===== src/rtl/scan_sequencer.sv =====
// Search-cycle sequencer: sweeps H then V servo, samples the ADC per point, strobes GT on new maxima, parks at best.
// Optional build macro SCAN_ADC_AVG4_EN: average four conversions per point instead of one.
`timescale 1ns/1ps
module scan_sequencer #(
    parameter int unsigned PW_MIN      = 5000,
    parameter int unsigned PW_MAX      = 25000,
    parameter int unsigned PW_STEP     = 500,
    parameter int unsigned SETTLE_CYC  = 2000000,
    parameter int unsigned ADC_TIMEOUT = 1024,
    parameter int unsigned HOLD_CYC    = 100000000
) (
    input  logic        CLK,
    input  logic        RST_N,
    input  logic        START,
    input  logic        AUTO,
    input  logic [11:0] ADC_DATA,
    input  logic        ADC_VALID,
    input  logic [11:0] LV,
    input  logic [31:0] pulseWidth_max_H,
    input  logic [31:0] pulseWidth_max_V,
    output logic        ADC_START,
    output logic        GT,
    output logic        MAX_CLR,
    output logic [31:0] pulseWidth_H,
    output logic [31:0] pulseWidth_V,
    output logic        BUSY,
    output logic        DONE,
    output logic        ERR
);
    localparam logic [31:0] PW_MIN_L      = 32'(PW_MIN);
    localparam logic [31:0] PW_MAX_L      = 32'(PW_MAX);
    localparam logic [31:0] PW_STEP_L     = 32'(PW_STEP);
    localparam logic [31:0] SETTLE_LAST   = 32'(SETTLE_CYC - 1);
    localparam logic [31:0] TIMEOUT_LAST  = 32'(ADC_TIMEOUT - 1);
    localparam logic [31:0] HOLD_LAST     = 32'(HOLD_CYC - 1);

    typedef enum logic [2:0] {
        S_IDLE, S_CLR, S_SETTLE, S_SAMPLE, S_CMP, S_NEXT, S_PARK, S_HOLD
    } state_t;

    state_t      state_q;
    logic        axis_q;
    logic [31:0] cnt_q;
    logic [31:0] pw_h_q, pw_v_q;
    logic        adc_start_q, gt_q, max_clr_q, busy_q, done_q, err_q;
`ifdef SCAN_ADC_AVG4_EN
    logic [1:0]  conv_q;
    logic [13:0] sum_q;
    logic [13:0] sum_d;
`endif

    logic [31:0] pw_act_d, pw_inc_d;
    logic        at_max_d;

    // Step candidate for the active axis; the clamp test runs before the add so it never wraps.
    always_comb begin
        pw_act_d = axis_q ? pw_v_q : pw_h_q;
        at_max_d = (pw_act_d >= PW_MAX_L);
        pw_inc_d = (pw_act_d > (PW_MAX_L - PW_STEP_L)) ? PW_MAX_L : (pw_act_d + PW_STEP_L);
`ifdef SCAN_ADC_AVG4_EN
        sum_d    = sum_q + {2'b00, ADC_DATA};
`endif
    end

    always_ff @(posedge CLK) begin
        if (!RST_N) begin
            state_q     <= S_IDLE;
            axis_q      <= 1'b0;
            cnt_q       <= '0;
            pw_h_q      <= PW_MIN_L;
            pw_v_q      <= PW_MIN_L;
            adc_start_q <= 1'b0;
            gt_q        <= 1'b0;
            max_clr_q   <= 1'b0;
            busy_q      <= 1'b0;
            done_q      <= 1'b0;
            err_q       <= 1'b0;
`ifdef SCAN_ADC_AVG4_EN
            conv_q      <= '0;
            sum_q       <= '0;
`endif
        end else begin
            adc_start_q <= 1'b0;
            gt_q        <= 1'b0;
            max_clr_q   <= 1'b0;
            done_q      <= 1'b0;
            case (state_q)
                S_IDLE: begin
                    if (START) begin
                        err_q     <= 1'b0;
                        max_clr_q <= 1'b1;
                        busy_q    <= 1'b1;
                        state_q   <= S_CLR;
                    end
                end
                S_CLR: begin
                    axis_q  <= 1'b0;
                    pw_h_q  <= PW_MIN_L;
                    pw_v_q  <= PW_MIN_L;
                    cnt_q   <= '0;
                    state_q <= S_SETTLE;
                end
                S_SETTLE: begin
                    if (cnt_q == SETTLE_LAST) begin
                        cnt_q       <= '0;
                        adc_start_q <= 1'b1;
`ifdef SCAN_ADC_AVG4_EN
                        conv_q      <= '0;
                        sum_q       <= '0;
`endif
                        state_q     <= S_SAMPLE;
                    end else begin
                        cnt_q <= cnt_q + 32'd1;
                    end
                end
                S_SAMPLE: begin
                    // A strobe on the last timeout cycle still counts as a sample.
                    if (ADC_VALID) begin
                        cnt_q <= '0;
`ifdef SCAN_ADC_AVG4_EN
                        if (conv_q == 2'd3) begin
                            gt_q    <= (sum_d[13:2] > LV);
                            state_q <= S_CMP;
                        end else begin
                            sum_q       <= sum_d;
                            conv_q      <= conv_q + 2'd1;
                            adc_start_q <= 1'b1;
                        end
`else
                        gt_q    <= (ADC_DATA > LV);
                        state_q <= S_CMP;
`endif
                    end else if (cnt_q == TIMEOUT_LAST) begin
                        cnt_q   <= '0;
                        err_q   <= 1'b1;
                        state_q <= S_CMP;
                    end else begin
                        cnt_q <= cnt_q + 32'd1;
                    end
                end
                S_CMP: begin
                    state_q <= S_NEXT;
                end
                S_NEXT: begin
                    // Max-hold outputs have absorbed any GT from S_CMP by now.
                    if (!at_max_d) begin
                        if (axis_q) pw_v_q <= pw_inc_d;
                        else        pw_h_q <= pw_inc_d;
                        state_q <= S_SETTLE;
                    end else if (!axis_q) begin
                        axis_q  <= 1'b1;
                        pw_h_q  <= pulseWidth_max_H;
                        pw_v_q  <= PW_MIN_L;
                        state_q <= S_SETTLE;
                    end else begin
                        pw_h_q  <= pulseWidth_max_H;
                        pw_v_q  <= pulseWidth_max_V;
                        state_q <= S_PARK;
                    end
                end
                S_PARK: begin
                    if (cnt_q == SETTLE_LAST) begin
                        cnt_q   <= '0;
                        done_q  <= 1'b1;
                        busy_q  <= 1'b0;
                        state_q <= AUTO ? S_HOLD : S_IDLE;
                    end else begin
                        cnt_q <= cnt_q + 32'd1;
                    end
                end
                S_HOLD: begin
                    if (START) begin
                        cnt_q     <= '0;
                        err_q     <= 1'b0;
                        max_clr_q <= 1'b1;
                        busy_q    <= 1'b1;
                        state_q   <= S_CLR;
                    end else if (!AUTO) begin
                        cnt_q   <= '0;
                        state_q <= S_IDLE;
                    end else if (cnt_q == HOLD_LAST) begin
                        cnt_q     <= '0;
                        max_clr_q <= 1'b1;
                        busy_q    <= 1'b1;
                        state_q   <= S_CLR;
                    end else begin
                        cnt_q <= cnt_q + 32'd1;
                    end
                end
                default: state_q <= S_IDLE;
            endcase
        end
    end

    assign ADC_START    = adc_start_q;
    assign GT           = gt_q;
    assign MAX_CLR      = max_clr_q;
    assign pulseWidth_H = pw_h_q;
    assign pulseWidth_V = pw_v_q;
    assign BUSY         = busy_q;
    assign DONE         = done_q;
    assign ERR          = err_q;
endmodule


===== config.mk =====
export PLATFORM = sky130hd
export DESIGN_NAME = scan_sequencer
export DESIGN_NICKNAME = d
export VERILOG_FILES = /design/src/rtl/scan_sequencer.sv
export SDC_FILE = /design/constraint.sdc
export NUM_CORES = 1
export LEC_CHECK = 0
export CELL_PAD_IN_SITES_DETAIL_PLACEMENT = 1
export CELL_PAD_IN_SITES_GLOBAL_PLACEMENT = 2
export CORE_UTILIZATION = 33
export CTS_CLUSTER_DIAMETER = 100
export DETAILED_ROUTE_END_ITERATION = 12
export DONT_BUFFER_PORTS = 1
export MAX_ROUTING_LAYER = met4
export PLACE_DENSITY_LB_ADDON = 0.1
export REMOVE_ABC_BUFFERS = 1
export SLEW_MARGIN = 40
export SYNTH_ARGS = -nofsm -noshare
export SYNTH_HDL_FRONTEND = slang
export SYNTH_SLANG_ARGS = --single-unit

===== constraint.sdc =====
create_clock -name CLK -period 3.3 [get_ports CLK]
set_input_delay 0.33 -clock CLK [delete_from_list [all_inputs] [get_ports CLK]]
set_output_delay 0.33 -clock CLK [all_outputs]
set_load 0.005 [all_outputs]

# Word level (Yosys, flattened, before mapping)
# Cells that the tools add are included.
[op_classes]
mux = 46
n_eq_ne = 23
n_reduce_logical = 16
addsub = 2
n_lt_le_gt_ge = 3
[op_table]
columns = ["cell", "count"]
rows = [
  ["32-bit two-way mux", 13],
  ["32-bit one-hot mux with 2 select lines", 2],
  ["32-bit one-hot mux with 4 select lines", 1],
  ["3-bit two-way mux", 11],
  ["32-bit by 1-bit adder with 32-bit output (second input constant)", 1],
  ["32-bit by 9-bit adder with 32-bit output (second input constant)", 1],
  ["32-bit by 10-bit == test with 1-bit output (second input constant)", 1],
  ["32-bit by 21-bit == test with 1-bit output (second input constant)", 1],
  ["32-bit by 27-bit == test with 1-bit output (second input constant)", 1],
  ["32-bit by 15-bit >= comparator with 1-bit output (second input constant)", 1],
  ["32-bit by 15-bit > comparator with 1-bit output (second input constant)", 1],
  ["3-bit one-hot mux with 8 select lines", 1],
  ["3-bit != test (second input constant)", 5],
  ["1-bit two-way mux", 14],
  ["3-bit == test (second input constant)", 4],
  ["12-bit > comparator", 1],
  ["2-bit != test (second input constant)", 6],
  ["2-bit AND reduction", 5],
  ["5-bit AND reduction", 2],
  ["3-bit by 2-bit == test with 1-bit output (second input constant)", 2],
  ["1-bit one-hot mux with 2 select lines", 3],
  ["4-bit != test (second input constant)", 1],
  ["4-bit AND reduction", 1],
  ["2-bit nonzero test", 2],
  ["8 further kinds", 9],
]
[word_totals]
output_inout_bits = 70
regBits = 106
input_bits = 93

# Longest topological paths before layout
[logic_depth]
word_depth = 6
mapped_depth = 16
mapped_depth_nobuf = 10

# Worst setup path after synthesis
# No wires, ideal clock.
[synth_timing]
path_type = "flip-flop to flip-flop"
from = "register axis_q"
to = "register pw_v_q[31], in the netlist pulseWidth_V[31]"
stages_incl_launch_ff = 17
path_buffers = 6
slack_ns = 0.024
arrival_ns = 3.149
path_cell_list = "dfxtp_1 > buf_6 > buf_6 > buf_2 > buf_1 > mux2i_1 > inv_1 > ha_1 > nor3b_1 > o32a_1 > o2111ai_2 > and3_1 > buf_6 > nor2_4 > buf_2 > a22oi_1 > nor2_1"
[synth_between]
elab_chain_len = 6
[synth_rtl]
columns = ["item", "line", "source"]
rows = [
  ["start, declared", "42", "logic axis_q;"],
  ["start signal, assigned", "68", "axis_q <= 1'b0;"],
  ["start signal, assigned", "97", "axis_q <= 1'b0;"],
  ["start signal, assigned", "151", "axis_q <= 1'b1;"],
  ["32-bit two-way mux", "57", "pw_act_d = axis_q ? pw_v_q : pw_h_q;"],
  ["32-bit by 9-bit adder with 32-bit output / 32-bit by 15-bit > comparator with 1-bit output (equally long branches)", "59", "pw_inc_d = (pw_act_d > (PW_MAX_L - PW_STEP_L)) ? PW_MAX_L : (pw_act_d + PW_STEP_L);"],
  ["32-bit two-way mux", "59", ""],
  ["32-bit two-way mux", "147", "if (axis_q) pw_v_q <= pw_inc_d;"],
  ["32-bit two-way mux", "146", "if (!at_max_d) begin"],
  ["32-bit one-hot mux with 2 select lines", "87", "case (state_q)"],
  ["end signal, assigned", "147", ""],
  ["end signal, assigned", "157", "pw_v_q <= pulseWidth_max_V;"],
  ["end, declared", "44", "logic [31:0] pw_h_q, pw_v_q;"],
]
# Several ways; a longest one is shown, not always the timed one. The select of a mux whose other input is x is not followed.
# A chain may end at the register's enable or synchronous reset.

# Worst setup path after layout
[layout_timing]
from = "register axis_q"
to = "register pw_h_q[4], in the netlist pulseWidth_H[4]"
[layout_between]
elab_chain_len = 6
[layout_rtl]
columns = ["item", "line", "source"]
rows = [
  ["32-bit two-way mux", "57", ""],
  ["32-bit by 9-bit adder with 32-bit output / 32-bit by 15-bit > comparator with 1-bit output (equally long branches)", "59", ""],
  ["32-bit two-way mux", "59", ""],
  ["32-bit two-way mux", "147", ""],
  ["32-bit two-way mux", "146", ""],
  ["32-bit one-hot mux with 2 select lines", "87", ""],
  ["end signal, assigned", "148", "else pw_h_q <= pw_inc_d;"],
  ["end signal, assigned", "152", "pw_h_q <= pulseWidth_max_H;"],
  ["end signal, assigned", "156", "pw_h_q <= pulseWidth_max_H;"],
  ["end, declared", "44", ""],
]
# Several ways; a longest one is shown, not always the timed one. The select of a mux whose other input is x is not followed.

==> flow_summary.yaml <==
status:
  status: "finished with violations"
  violations: "design-rule violations"
critical_path:
  rr_startpoint: "axis_q"
  reg2regPathDepth: 10
  cp.arrival_ns: 3.35
  r2r_end: "pulseWidth_H[4]"
  r2r_slack_ns: 0.20
  setup.worst_path.end_class: "flip-flop"
  critPathBufInv: 1
  cp-start-kind: "flip-flop"
  cp_cell_sequence: "mux2i_2, inv_1, ha_1, nor3b_1, o32a_1, o2111ai_2, a41o_1, nand2b_1, o31ai_1, a211o_1"
  critPathSlowestCell: "dfxtp_2"
  worst-setup-path-type: "flip-flop to flip-flop"
  cp.required_ns: 3.55
  path_max_fanout: 13
  cp_top_family: "compound AO/OA/AOI/OAI gates"
  max_stage_delay_ns: 0.51
global_routing:
  overflow: 0
  grt_max_degree: 34
  antenna_found_initial: 0
  grt_pass1_vias: 5862
  grt_pass1_wl_um: 33100
  grt_util_all_layers: 0.225
die:
  die-area_mm2: 0.0191
  die_y_um: 138
  core_mm2: 0.0181
  die_x_um: 138
  row_count: 49
  start_util: 0.338
  ios: 163
yosys:
  synth_mux_area_frac: 0.0221
  synth-compound-area-share: 0.248
  synth_top_family_by_area: "simple AND/OR/NAND/NOR gates"
  syn-cell-area_mm2: 0.00612
  synth_adder_area_share: 0.0348
  synth_edf_count: 0
  yosysSeqAreaShare: 0.347
  synth_cells: 747
  syn-mean-instance-area_um2: 8.19
  async_flop_share: 0
  synth_ff_type: "dfxtp_1"
  synth_seq_cells: 106
  synthSimpleGateAreaFrac: 0.278
  ys_warn_count: 0
  yosysUniqueCellTypes: 83
  yosys.area_share.xor_xnor: 0.0186
sta:
  clock_skew_ns: 0.0109
  worst_slack_ns: 0.197
  fmax_mhz: 322
  finalCriticalPeriod_ns: 3.10
  holdWs_ns: 0.0590
  hold_viol_final: 0
  drv_slew: 0
  slew_headroom: 0.496
  fin_crit_sh: 0.940
  tightest_slew_ns: 0.755
  fin_setup_tns_ns: 0
  setup_violations: 0
  rsz0062_at_grt: "false"
final_layout:
  syn_to_final_growth_pct: 8.43
  nFillCells: 2141
  final_cells: 966
  drive_gt1_frac: 0.0896
  nets: 842
  num_antenna_cells: 0
placed_design:
  pre_cts_ws_ns: 0.0767
  hpwlAfterDp_um: 15400
  place_congestion: 0.823
  dp.cells: 949
  port_buffers: 0
detailed_routing:
  antenna_left: 0
  drt_wl_total_um: 20700
  routedWlPerCell_um: 21.5
  vias: 5787
  via_per_inst: 5.99
  first_iter_violations: 346
  firstDrtPassIters: 9
  drc: 24
run:
  max_cap_viol_count: 0
min_path:
  min_path_cells: 1
  hp-start: "RST_N"
  hold_class: "input port to flip-flop"
  hold-path-endpoint: "pulseWidth_H[3]"
cts:
  cts-buffers-inserted: 9
  cts_tree: "built"
  clock_latency_ns: 0.36
  cts-root-buf: "clkbuf_16"
  h-tree-depth: 3
  cts.reportedPaths.clkPinSlew_ns: 0.08
  cts_hold_repair.buffers: 0
  cts.sinks: 106
  cts.path.max_buffers: 2
pwr:
  peakVddDrop_mv: 0.233
  leakage_uw: 0.00226
  powerDensity_mw_per_mm2: 416
==> repair_timing <==
| item | in CTS | in global routing |
|---|---|---|
| hold endpoints to repair | 0 | 0 |
| buffers inserted | 0 | 1 |
| resized for setup | 0 | 1 |
| setup endpoints to repair | 0 | 23 |
==> synth_stat cells, types with 3 or more instances <==
library cell    n  share of area
nor3_1         12         0.0098
dfxtp_1       106           0.35
clkbuf_1       17          0.010
a32o_1          4         0.0065
a221o_1         5         0.0082
and2_1          5         0.0051
nand2_1        62          0.038
mux2i_1         9          0.015
o21ai_1        19          0.016
nor3b_1         3         0.0037
buf_2          14          0.011
or3_1           8         0.0082
a22oi_1        38          0.047
a21oi_1        30          0.025
and3_1          3         0.0031
o21ai_0        34          0.028
nand4_1        18          0.018
a41o_1          4         0.0065
nor2b_1         9         0.0092
nor3_2          3         0.0049
nor2_1         89          0.055
o31ai_1        15          0.018
o211ai_1        6         0.0074
nand3_1        39          0.032
o32ai_1         3         0.0043
buf_1           4         0.0025
o32a_1          3         0.0049
nand3b_1        5         0.0061
o22ai_1         5         0.0051
xor2_1          5         0.0072
xnor2_1         8          0.011
buf_6           4         0.0074
nor4_1         20          0.020
a31oi_1        11          0.011
nand2b_1       10          0.010
a21o_1          8         0.0098
and4_1          5         0.0072
ha_1           17          0.035
buf_4           4         0.0049
inv_1          22          0.014
a41oi_1         4         0.0057
==> area by class of cell <==
cell class / count / area [µm²] / share of cell area
Clock inverter: 5 / 60.1 / 0.00906
Tap cell: 229 / 287 / 0.0432
Multi-Input combinational cell: 574 / 3680 / 0.555
Timing Repair Buffer: 19 / 155 / 0.0234
Sequential cell: 106 / 2120 / 0.320
Inverter: 22 / 82.6 / 0.0125
Clock buffer: 11 / 243 / 0.0366
==> report_power, final <==
group	leakage (µW)	internal, µW	switching [µW]	total [µW]
Clock	0.000147	615	522	1140
Combinational	0.00125	96.9	220	317
Sequential	0.000855	1290	11.7	1300
==> registers in the layout, indices dropped and copies added (netlist names) <==
signal / cells
state_q: 3
MAX_CLR: 1
GT: 1
cnt_q: 32
pulseWidth_H: 32
ERR: 1
ADC_START: 1
DONE: 1
axis_q: 1
BUSY: 1
pulseWidth_V: 32
==> layout by cell type (no fill, tap or decap), drive strengths merged, types with 5 or more instances in the layout <==
cell type / n
o22ai: 6
clkbuf: 11
nand4: 20
xor2: 5
and4: 5
o21ai: 54
a221o: 5
o31ai: 15
nor3: 17
dfxtp: 106
a21oi: 32
or3: 8
ha: 17
xnor2: 8
inv: 24
and2: 6
a31oi: 11
buf: 19
nand3: 41
a21o: 8
o211ai: 6
nand2: 63
nand3b: 5
nand2b: 10
nor2: 91
mux2i: 10
nor4: 21
nor2b: 9
a22oi: 38
==> metal layers <==
metal / up-vias / global-route usage / wire, µm
li1: 2757 / - / -
met1: 2884 / 0.263 / 9010
met2: 130 / 0.392 / 10500
met3: 16 / 0.0454 / 969
met4: 0 / 0.0556 / 256
met5: - / - / 0
==> through the flow <==
step,instance area (µm²),total power [µW],util
after floorplan,5880,1540,-
after global placement,6300,1640,0.349
after detailed placement,6300,1650,0.349
after CTS,6610,2800,0.365
after global routing,6630,2870,0.367
final,6630,2760,0.367
==> how the worst max path moves through the flow <==
stage	depth (start not counted)	end	start
final	10	pulseWidth_H[4]	axis_q
after global routing	11	pulseWidth_H[12]	axis_q
after CTS	11	pulseWidth_H[2]	axis_q
after detailed placement	11	pulseWidth_H[2]	axis_q
after global placement	11	pulseWidth_H[2]	axis_q
after floorplan	10	pulseWidth_H[4]	axis_q
==> logic make-up after synthesis <==
| logic type | Yosys count |
|---|---|
| AO/OA/AOI/OAI | 214 |
| adder cells (fa/ha/maj) | 17 |
| buffers and inverters | 67 |
| multiplexers | 12 |
| XOR/XNOR | 13 |
| flip-flops | 106 |
| AND/OR/NAND/NOR | 318 |
Note: power is estimated with default switching activity, not from simulation.
